[config.mk]
export PLATFORM = sky130hd
export DESIGN_NAME = ub_read_streamer
export DESIGN_NICKNAME = d
export VERILOG_FILES = /design/src/rtl/ub_read_streamer.sv
export SDC_FILE = /design/constraint.sdc
export NUM_CORES = 1
export LEC_CHECK = 0
export ABC_AREA = 1
export BUFFER_PORTS_ARGS = -buffer_cell sky130_fd_sc_hd__buf_4
export CAP_MARGIN = 10
export CORE_ASPECT_RATIO = 0.9
export CORE_MARGIN = 4
export CORE_UTILIZATION = 30
export DETAILED_ROUTE_END_ITERATION = 6
export SLEW_MARGIN = 20
export SYNTH_ARGS = -nofsm -noshare
export SYNTH_HDL_FRONTEND = slang
export SYNTH_SLANG_ARGS = --single-unit
[constraint.sdc]
create_clock -name clk -period 3.5 [get_ports clk]
set_input_delay 0.525 -clock clk [delete_from_list [all_inputs] [get_ports clk]]
set_output_delay 0.525 -clock clk [all_outputs]
set_load 0.02 [all_outputs]
[src/rtl/ub_read_streamer.sv]
// Unified-buffer read streamer: fetches a contiguous burst of SRAM words and
// streams them in order over valid/ready. A 2-entry skid FIFO covers the
// 1-cycle SRAM read latency so the stream can run at one word per cycle.
module ub_read_streamer #(
    parameter int unsigned ADDRESSSIZE = 10,
    parameter int unsigned WORDSIZE    = 64
) (
    input  logic                   clk,
    input  logic                   rstn,
    input  logic                   start,
    input  logic [ADDRESSSIZE-1:0] base_addr,
    input  logic [ADDRESSSIZE:0]   length,
    output logic                   busy,
    output logic                   done,
    output logic                   sram_read_enable,
    output logic                   sram_write_enable,
    output logic [ADDRESSSIZE-1:0] sram_address,
    input  logic [WORDSIZE-1:0]    sram_data_out,
    output logic                   out_valid,
    output logic [WORDSIZE-1:0]    out_data,
    output logic                   out_last,
    input  logic                   out_ready
);

    localparam int unsigned LW = ADDRESSSIZE + 1;
    localparam int unsigned AW = ADDRESSSIZE;

    localparam logic [1:0] ST_IDLE  = 2'd0;
    localparam logic [1:0] ST_RUN   = 2'd1;
    localparam logic [1:0] ST_DRAIN = 2'd2;
    localparam logic [1:0] ST_FIN   = 2'd3;

    logic [1:0]          state_q, state_d;
    logic [AW-1:0]       addr_q, addr_d;
    logic [LW-1:0]       len_q, len_d;
    logic [LW-1:0]       issued_q, issued_d;
    logic [LW-1:0]       beat_q, beat_d;
    logic                pend_q, pend_d;
    logic [WORDSIZE-1:0] fifo_q [2];
    logic [WORDSIZE-1:0] fifo_d [2];
    logic                head_q, head_d;
    logic [1:0]          count_q, count_d;
    logic                busy_q, busy_d;
    logic                done_q, done_d;
    logic                valid_q, valid_d;
    logic                last_q, last_d;
    logic [WORDSIZE-1:0] data_q, data_d;

    logic                pop_c;
    logic [2:0]          occ_c;
    logic                rd_c;

    // Issue decision: a new read may go out if the slots it would occupy are free
    assign pop_c = valid_q & out_ready;
    assign occ_c = 3'(count_q) + 3'(pend_q) - 3'(pop_c);
    assign rd_c  = (state_q == ST_RUN) && (issued_q < len_q) && (occ_c < 3'd2);

    assign busy              = busy_q;
    assign done              = done_q;
    assign sram_read_enable  = rd_c;
    assign sram_write_enable = 1'b0;
    assign sram_address      = addr_q;
    assign out_valid         = valid_q;
    assign out_data          = data_q;
    assign out_last          = last_q;

    // Next-state: FSM, address/issue counters, skid FIFO and registered outputs
    always_comb begin
        state_d   = state_q;
        addr_d    = addr_q;
        len_d     = len_q;
        issued_d  = issued_q;
        beat_d    = beat_q;
        pend_d    = rd_c;
        fifo_d[0] = fifo_q[0];
        fifo_d[1] = fifo_q[1];
        head_d    = head_q;
        count_d   = count_q;
        data_d    = data_q;

        // Capture returning word at the tail; pop the head on handshake
        if (pend_q) begin
            fifo_d[head_q ^ count_q[0]] = sram_data_out;
        end
        if (pop_c) begin
            head_d = ~head_q;
            beat_d = beat_q + LW'(1);
        end
        count_d = count_q + {1'b0, pend_q} - {1'b0, pop_c};

        case (state_q)
            ST_IDLE: begin
                if (start) begin
                    if (length != '0) begin
                        state_d  = ST_RUN;
                        len_d    = length;
                        addr_d   = base_addr;
                        issued_d = '0;
                        beat_d   = '0;
                    end else begin
                        state_d = ST_FIN;
                    end
                end
            end
            ST_RUN: begin
                if (rd_c) begin
                    addr_d   = addr_q + AW'(1);
                    issued_d = issued_q + LW'(1);
                    if (issued_q + LW'(1) == len_q) begin
                        state_d = ST_DRAIN;
                    end
                end
            end
            ST_DRAIN: begin
                if (pop_c && (beat_q + LW'(1) == len_q)) begin
                    state_d = ST_FIN;
                end
            end
            default: begin
                state_d = ST_IDLE;
            end
        endcase

        valid_d = (count_d != 2'd0);
        if (valid_d) begin
            data_d = fifo_d[head_d];
        end
        last_d = valid_d && (beat_d + LW'(1) == len_q);
        busy_d = (state_d == ST_RUN) || (state_d == ST_DRAIN);
        done_d = (state_d == ST_FIN);
    end

    // State and output registers; reset discards any read still in flight
    always_ff @(posedge clk or negedge rstn) begin
        if (!rstn) begin
            state_q   <= ST_IDLE;
            addr_q    <= '0;
            len_q     <= '0;
            issued_q  <= '0;
            beat_q    <= '0;
            pend_q    <= 1'b0;
            fifo_q[0] <= '0;
            fifo_q[1] <= '0;
            head_q    <= 1'b0;
            count_q   <= 2'd0;
            busy_q    <= 1'b0;
            done_q    <= 1'b0;
            valid_q   <= 1'b0;
            last_q    <= 1'b0;
            data_q    <= '0;
        end else begin
            state_q   <= state_d;
            addr_q    <= addr_d;
            len_q     <= len_d;
            issued_q  <= issued_d;
            beat_q    <= beat_d;
            pend_q    <= pend_d;
            fifo_q[0] <= fifo_d[0];
            fifo_q[1] <= fifo_d[1];
            head_q    <= head_d;
            count_q   <= count_d;
            busy_q    <= busy_d;
            done_q    <= done_d;
            valid_q   <= valid_d;
            last_q    <= last_d;
            data_q    <= data_d;
        end
    end

endmodule

==> reports/metrics.cfg, run 1 <==
[status]
status=finished clean

[final_layout]
diodes=0
area_growth_syn_to_layout_pct=24.21
fin_nets=1634
final_common_cell=nand2_1
final_cell_mix=nand2_1, dfrtp_1, buf_4
stdcell_count=2029
drive_gt1_frac=0.1850

[global_route]
grt_use_total=0.1459
antenna_found_initial=0
grt_pass1_vias=9721
overflow=0
grt_pass1_wl_um=51150
grt_max_degree=129

[setup_path]
cp_num_cells=9
cp_max_fo=3
crit_required_ns=2.97
crit_top_cell=ha_1
cp-end-kind=output pin
slowest_stage=fa_1
crit_path_cell_trace=nand2_2 > inv_2 > ha_1 > inv_1 > ha_1 > fa_1 > or3b_4 > nor2_4 > buf_4
start_kind=register
slowest_delay_ns=0.49
worst_ep_arrival_time_ns=2.76
crit_family=adder cells
crit_type=reg -> out
rr_worst_depth=11
path_buf_inv=3

[sta]
hold_viol_final=0
tightest_slew_ns=0.9554
fin_crit_sh=0.9376
fmax_ghz=0.3047
rsz0062_at_grt=no
drv_slew=0
setup_tns_ns=0
fin_skew_ns=0.04430
max-slew-margin-rel=0.3631
finalCriticalPeriod_ns=3.281
worst_slack_ns=0.2185
setup_viol=0

[routing]
dr_total_vias=9661
routed_wirelength_um=30450
wl_per_cell_um=15.01
drt_first_pass_iters=5
drt_iter0_drc=692
via_per_inst=4.761
drtAntennaViolNets=0
drc=0

[clocking]
cts_tree=yes
cts.sinks=245
clock_path_buffers=3
cts.clk_slew.worst_paths_ns=0.06
ctsHoldBuffers=0
htree_levels=1
worstSkewPairLatency_ns=0.58
cts_setup_buffers=0
cts_resized=0
clock-root-buffer=clkbuf_16
numCtsBuffers=28

[synthesis]
synth.distinct_cells=42
netlist_top_cells_area=dfrtp_1, nand2_1, o21ai_0
yosysWarnings=0
synthesis.area_um2=11480
syn_inst=1380
synth-main-ff-cell=dfrtp_1
synth_nets=1488
seq_area_frac_synth=0.5338
ys_seq_elements=245
synth-edff-count=0
synth_top_area_frac=0.5338
yosys.area.top_type=dfrtp_1
async_flop_share=1.000
syn_avg_cell_area_um2=8.322

[power]
ir_drop_mv=0.7962
power_per_cell_area_nw_per_um2=1125
leakage_nw=7.072

[place]
io_buffers=167
place_hpwl_um=19650
placed_cells=1979
gp_congestion=0.8563
dp_slack_ns=0.3340

[floorplan]
pin_count=169
start_util=0.3058
fp.dieArea_um2=41480
core-area_um2=37560
fp.dieH_um=193.6
num_rows=67
die_w_um=214.2

[min_path]
hold_path.class=in -> async

[flow_run]
cap_viol_max_count=0

-- sequential cells by signal, summed over array words and instances, names as in the netlist --
name and count:
state_q 2, pend_q 1, len_q 11, out_data 64, count_q 2, head_q 1, fifo_q 128, sram_address 10
out_valid 1, issued_q 11, out_last 1, beat_q 11, done 1, busy 1
-- layout make-up --
cell class,instances,area [um^2]
fillers,3824,23290
flip-flops and latches,245,6131
multi-input cells,924,4559
repair buffers,185,1484
clock buffers,43,837.1
well taps,483,604.3
inverters,142,535.5
clock inverters,7,113.9
-- Yosys cell counts, types with 17 or more instances --
cell type,instances
nor2_1,107
a31oi_1,67
clkbuf_1,48
nand3_1,38
inv_1,133
ha_1,18
a21oi_1,19
o21ai_0,147
xor2_1,18
nand4_1,17
nand2_1,400
o21ai_1,22
dfrtp_1,245
-- metrics by stage --
step	utilization	hold WS, ns	instance area [um^2]	total power [W]
final	0.3798	0.05912	14260	0.01605
after global routing	0.3798	0.1328	14260	0.01756
after CTS	0.3796	0.08647	14250	0.01621
after detailed placement	0.3542	0.4831	13300	0.01311
after global placement	0.3542	0.4784	13300	0.01291
after floorplan	-	0.2294	11480	0.01048
-- worst reg2reg max path: stages (launching register included) --
cell and delay (ns):
dfrtp_1 0.38, nand2_2 0.09, inv_2 0.04, ha_1 0.26, inv_1 0.04, ha_1 0.18
fa_1 0.49, or3b_4 0.45, nor2_4 0.14, nand3_1 0.11, a21boi_1 0.22, ha_1 0.27
-- final timing paths --
| check | end | startpoint | slack, ns |
|---|---|---|---|
| max | sram_read_enable | out_valid$_DFF_PN0_ | 0.22 |
| min | issued_q[0]$_DFFE_PN0P_ | rstn | 0.06 |
| max reg2reg | busy$_DFF_PN0_ | out_valid$_DFF_PN0_ | 0.73 |
| min reg2reg | fifo_q[51]$_DFF_PN0_ | fifo_q[51]$_DFF_PN0_ | 0.49 |
| max in group asynchronous | fifo_q[108]$_DFF_PN0_ | rstn | 2.58 |
| min in group clk | len_q[8]$_DFFE_PN0P_ | length[8] | 0.21 |
-- power breakdown --
part | internal [W] | switching, W | leakage, nW
sequential | 0.00434 | 0.000836 | 2.97
clock | 0.00179 | 0.00121 | 0.466
combinational | 0.00285 | 0.00501 | 3.64
-- logic make-up after synthesis --
kind of cell    share of synthesized area
simple gates                       0.2270
compound gates                     0.1284
xor+xnor                          0.01678
other cells                     0.0003265
fa+ha+maj                         0.02135
buf+inv                           0.07223
flops                              0.5338
-- metal layers --
metal / routed length [um] / GRT usage / vias up
met4: 652 / 0.03121 / 0
met2: 13340 / 0.2246 / 240
met1: 14520 / 0.2115 / 4638
met5: 0 / 0 / -
met3: 1939 / 0.03322 / 47
li1: - / - / 4736
Note: power is estimated with default switching activity, not from simulation.
==> inputs of run 2 (changes only) <==
Settings changed: PLACE_DENSITY set to 0.53.
==> reports/metrics.cfg, run 2 (same netlist as run 1, synthesis figures left out) <==
[final_layout]
seqCellArea_um2=6131  ; unchanged
drive_gt1_frac=0.1850  ; unchanged
diodes=0  ; unchanged
stdcell_count=2029  ; unchanged
fin_nets=1637  ; +0.18%
fillCellCount=3894  ; +1.8%
final_cell_mix=nand2_1, dfrtp_1, buf_4
largest_reg_flops=128  ; unchanged
area_growth_syn_to_layout_pct=23.62
largest_register=fifo_q
multi_input_area_um2=4559  ; unchanged
final_common_cell=nand2_1

[floorplan]
fp.dieArea_um2=41480  ; unchanged
num_rows=67  ; unchanged
die_w_um=214.2  ; unchanged
core-area_um2=37560  ; unchanged
fp.dieH_um=193.6  ; unchanged
pin_count=169  ; unchanged
start_util=0.3058  ; unchanged

[routing]
wl_per_cell_um=15.04  ; +0.21%
via_per_inst=4.682  ; -1.7%
routed_wirelength_um=30510  ; +0.21%
drc=0  ; unchanged
drt_iter0_drc=509  ; -26%
drt_first_pass_iters=5  ; unchanged
drtAntennaViolNets=0  ; unchanged
dr_total_vias=9499  ; -1.7%

[sta]
setup_tns_ns=0  ; unchanged
setup_viol=0  ; unchanged
fin_crit_sh=0.9569  ; +0.01938
fmax_ghz=0.2986  ; -2.0%
max-slew-margin-rel=0.3063  ; -0.05676
finalCriticalPeriod_ns=3.349  ; +0.06783 ns
rsz0062_at_grt=no
tightest_slew_ns=1.041  ; +0.08514 ns
fin_skew_ns=0.02245  ; -0.02185 ns
hold_viol_final=0  ; unchanged
drv_slew=0  ; unchanged

[clocking]
htree_levels=1  ; unchanged
clock-root-buffer=clkbuf_16
worstSkewPairLatency_ns=0.57  ; about the same
cts_tree=yes
cts.clk_slew.worst_paths_ns=0.06  ; about the same
cts.sinks=245  ; unchanged
numCtsBuffers=29  ; +3.6%
clock_path_buffers=3  ; unchanged

[place]
gp_congestion=0.8342  ; -2.6%
placed_cells=1980  ; +0.051%
io_buffers=167  ; unchanged
place_hpwl_um=20130  ; +2.4%

[global_route]
antenna_found_initial=0  ; unchanged
grt_pass1_wl_um=51250  ; +0.19%
grt_use_total=0.1478  ; +0.001892
overflow=0  ; unchanged
grt_pass1_vias=9749  ; +0.29%
grt_max_degree=130  ; +0.78%

[power]
leakage_nw=7.040  ; -0.46%
ir_drop_mv=0.7970  ; about the same
power_per_cell_area_nw_per_um2=1120  ; -0.42%

[setup_path]
crit_type=reg -> out
crit_required_ns=2.97  ; about the same
start_kind=register
cp-end-kind=output pin
worst_ep_arrival_time_ns=2.82  ; +0.06 ns
cp_max_fo=3  ; unchanged

[status]
status=finished clean

[flow_run]
cap_viol_max_count=0  ; unchanged

[min_path]
hold_path.class=in -> reg

[run 2: path summary, 6_finish.rpt]
check / startpoint / end / slack, ns / cells after the start
max: out_valid$_DFF_PN0_ / sram_read_enable / 0.15 / 9
min: length[9] / len_q[9]$_DFFE_PN0P_ / 0.17 / 3
max reg2reg: out_valid$_DFF_PN0_ / busy$_DFF_PN0_ / 0.74 / 11
min reg2reg: fifo_q[40]$_DFF_PN0_ / fifo_q[40]$_DFF_PN0_ / 0.49 / 2
max in group asynchronous: rstn / fifo_q[94]$_DFF_PN0_ / 1.97 / 3
min in group asynchronous: rstn / len_q[5]$_DFFE_PN0P_ / 0.51 / 2
[run 2: timing repair]
action / CTS / global route
endpoints found under the hold margin: 64 / 0
gates resized for setup: 3 / 0
endpoints found under the setup margin: 1 / 0
hold buffers: 1 / 0
setup buffers: 0 / 0
[run 2: final cells by class]
type	instances	area share
sequential	245	0.4318
clock inverter	9	0.008725
timing repair buffer	187	0.1013
multi-input combinational	924	0.3211
inverter	142	0.03781
clock buffer	39	0.05658
tap	483	0.04257
[run 2: metal layers]
| metal | wire length [um] | vias up | share of wire | GRT usage |
|---|---|---|---|---|
| met3 | 2106 | 42 | 0.069 | 0.04246 |
| met2 | 14040 | 188 | 0.46 | 0.2424 |
| li1 | - | 4753 | - | - |
| met1 | 13840 | 4516 | 0.45 | 0.1967 |
| met4 | 523 | 0 | 0.017 | 0.03025 |
| met5 | 0 | - | 0 | 0 |
[run 2: report_power, final]
part	internal, W	switching (W)
logic	0.00281	0.00498
registers	0.00434	0.000792
clock network	0.00175	0.00123
total	0.00890	0.00700
[run 2: through the flow]
| step | cell area (um^2) | util | total power (W) | hold WS [ns] | worst slack (ns) |
|---|---|---|---|---|---|
| 3_3_place_gp | 13250 | 0.3528 | 0.01290 | 0.4783 | 0.2393 |
| 3_5_place_dp | 13250 | 0.3528 | 0.01305 | 0.4826 | 0.2078 |
| 5_1_grt | 14200 | 0.3780 | 0.01749 | 0.1614 | 0.01002 |
| 6_report | 14200 | 0.3780 | 0.01590 | 0.1748 | 0.1507 |
| 4_1_cts | 14200 | 0.3780 | 0.01618 | 0.1495 | 0.09256 |
| 2_1_floorplan | 11480 | - | 0.01048 | 0.2294 | 0.04901 |
[run 2: worst max-delay path, cell delays in order, from the launching register on]
cell and delay, ns:
dfrtp_1 0.38, nand2_2 0.10, inv_2 0.04, ha_1 0.26, inv_1 0.04, ha_1 0.18
fa_1 0.48, or3b_4 0.45, nor2_4 0.16, buf_4 0.16
==> inputs of run 3 (changes only) <==
Settings changed: ABC_AREA 1 to 0.
==> reports/metrics.cfg, run 3 <==
[floorplan]
num_rows=67  ; unchanged
fp.dieArea_um2=41670  ; +0.45%
fp.dieH_um=194.1  ; +0.22%
start_util=0.3066  ; +0.0007483
core-area_um2=37640  ; +0.22%
pin_count=169  ; unchanged
die_w_um=214.7  ; +0.23%

[setup_path]
worst_ep_arrival_time_ns=2.89  ; +0.07 ns
reg2reg_slack_ns=0.16  ; -0.58 ns
r2r_start=out_valid$_DFF_PN0_
cp-end-kind=output pin
rr_endpoint=sram_address[5]$_DFFE_PN0P_
cp_max_fo=3  ; unchanged
cp-startpoint=out_valid$_DFF_PN0_
start_kind=register
crit_type=reg -> out
crit_required_ns=2.97  ; about the same
rr_worst_depth=17  ; +6

[synthesis]
yosysWarnings=0  ; unchanged
syn_inst=990  ; -28%
synth-edff-count=0  ; unchanged
synth_most_common_cell=dfrtp_1
seq_area_frac_synth=0.5313  ; -0.002489
synth_common_cells=dfrtp_1, mux2_2, nand2_1, o21ai_0, mux2i_1
synth_nets=1098  ; -26%
ys_seq_elements=245  ; unchanged
synth-main-ff-cell=dfrtp_1
synth.distinct_cells=75  ; +79%
netlist_top_cells_area=dfrtp_1, mux2_2, mux2i_1
synthesis.area_um2=11540  ; +0.47%
syn_avg_cell_area_um2=11.66  ; +40%
async_flop_share=1.000  ; unchanged
synth_top_area_frac=0.5313  ; -0.002489
yosys.area.top_type=dfrtp_1

[power]
leakage_nw=6.438  ; -8.6%
ir_drop_mv=0.4554  ; -43%
power_per_cell_area_nw_per_um2=1086  ; -3.0%

[routing]
routed_wirelength_um=29000  ; -5.0%
drtAntennaViolNets=0  ; unchanged
drt_iter0_drc=359  ; -29%
drt_first_pass_iters=4  ; -1
dr_total_vias=7947  ; -16%
wl_per_cell_um=17.35  ; +15%
drc=0  ; unchanged
via_per_inst=4.756  ; +1.6%

[global_route]
antenna_found_initial=0  ; unchanged
use_met2=0.2165  ; -0.02589
grt_pass1_wl_um=47630  ; -7.1%
gr-usage-met3=0.04466  ; +0.002194
use_met1=0.1899  ; -0.006721
grt_use_total=0.1383  ; -0.009483
busiest_layer=met2
grt_pass1_vias=8416  ; -14%
overflow=0  ; unchanged
grt_max_degree=77  ; -41%

[final_layout]
largest_reg_flops=128  ; unchanged
fin_nets=1276  ; -22%
area_growth_syn_to_layout_pct=26.48
diodes=0  ; unchanged
final_cell_mix=dfrtp_1, buf_4, mux2_2
fillCellCount=3679  ; -5.5%
seqCellArea_um2=6132  ; about the same
final_common_cell=dfrtp_1
largest_register=fifo_q
drive_gt1_frac=0.3544  ; +0.1694
multi_input_area_um2=5130  ; +13%
finalInstanceArea_um2=14590  ; +2.8%

[sta]
drv_slew=0  ; unchanged
finalCriticalPeriod_ns=3.414  ; +0.06481 ns
rsz0062_at_grt=yes
setup_viol=0  ; unchanged
tightest_slew_ns=0.7147  ; -0.3259 ns
fin_skew_ns=0.008544  ; -0.01390 ns
max-slew-margin-rel=0.5236  ; +0.2173
fmax_ghz=0.2929  ; -1.9%
hold_viol_final=0  ; unchanged
holdWs_ns=0.1812  ; +0.006399 ns
fin_crit_sh=0.9755  ; +0.01852

[clocking]
htree_levels=1  ; unchanged
numCtsBuffers=29  ; unchanged
clock-root-buffer=clkbuf_16
cts_tree=yes
clock_path_buffers=3  ; unchanged
cts.clk_slew.worst_paths_ns=0.06  ; about the same
cts.sinks=245  ; unchanged
worstSkewPairLatency_ns=0.57  ; about the same

[place]
gp_congestion=0.7897  ; -5.3%
io_buffers=167  ; unchanged
placed_area_um2=13410  ; +1.2%
place_hpwl_um=19710  ; -2.1%

[min_path]
hold_path.class=in -> reg
worstHoldEndpoint=len_q[2]$_DFFE_PN0P_
hp-start=length[2]
hold_depth=3  ; unchanged

[flow_run]
cap_viol_max_count=0  ; unchanged

[status]
status=finished clean

## run 3: cell count changes after synthesis, moves of 11 or more
cell      delta
nor2_1      -82
mux2_2     +129
nand2_1    -291
clkbuf_1    -13
inv_1      -110
xnor2_1     +38
mux2i_1     +66
nand3_1     -18
o21ai_0     -47
o21ai_1     -20
buf_2       -11
a31oi_1     -64
## run 3: per-stage QoR
step | power [W] | std cells | utilization | TNS [ns] | worst slack (ns)
CTS | 0.01597 | 1668 | 0.3854 | 0 | 0.01796
detailed placement | 0.01250 | 1611 | 0.3564 | 0 | 0.1256
global placement | 0.01235 | 1611 | 0.3564 | 0 | 0.1654
finish | 0.01585 | 1671 | 0.3877 | 0 | 0.08590
floorplan | 0.01004 | 990 | - | 0 | 0.2235
global route | 0.01717 | 1671 | 0.3877 | -0.04241 | -0.04241
## run 3: metal layers
layer	wire [um]	vias up
met5	0	-
met2	13090	158
met4	548	0
met3	2092	41
li1	-	3842
met1	13260	3906
## run 3: cell type report
cell class / count / area share
tap: 483 / 0.04141
clock buffer: 40 / 0.05736
sequential: 245 / 0.4202
multi-input combinational: 666 / 0.3515
clock inverter: 11 / 0.01363
timing repair buffer: 201 / 0.1089
inverter: 25 / 0.007030
## run 3: worst max-delay path by stage
stage,endpoint
finish,sram_read_enable
CTS,sram_read_enable
detailed placement,sram_read_enable
global route,sram_read_enable
floorplan,sram_read_enable
global placement,sram_read_enable
## run 3: where the power goes
part / leakage (nW) / internal, W / switching [W]
Clock: 0.513 / 0.00203 / 0.00123
Sequential: 2.91 / 0.00428 / 0.000751
Combinational: 3.01 / 0.00348 / 0.00408
Total: 6.44 / 0.00979 / 0.00606
## run 3: critical path, cell delays in order (launching register included)
cell       delay (ns)
dfrtp_2          0.42
nand2_4          0.08
clkinv_4         0.06
ha_4             0.25
inv_2            0.03
ha_4             0.15
fa_2             0.48
a2111oi_4        0.37
nand3_2          0.14
inv_2            0.11
nand2_4          0.08
inv_4            0.06
buf_6            0.11
## run 3: timing repair
action / in CTS / in global routing
hold buffers: 1 / 0
endpoints found under the setup margin: 1 / 10
setup buffers: 5 / 3
gates resized for setup: 5 / 13
hold endpoints to repair: 69 / 0
pin swaps: 2 / 5
## run 3: logic make-up after synthesis
| group | synth area share |
|---|---|
| flip-flops | 0.5313 |
| AND/OR/NAND/NOR | 0.1017 |
| multiplexers | 0.1831 |
| AO/OA/AOI/OAI | 0.08686 |
| buffers and inverters | 0.03145 |
| XOR/XNOR | 0.04392 |
| adder cells (fa/ha/maj) | 0.02125 |
| other | 0.0003250 |
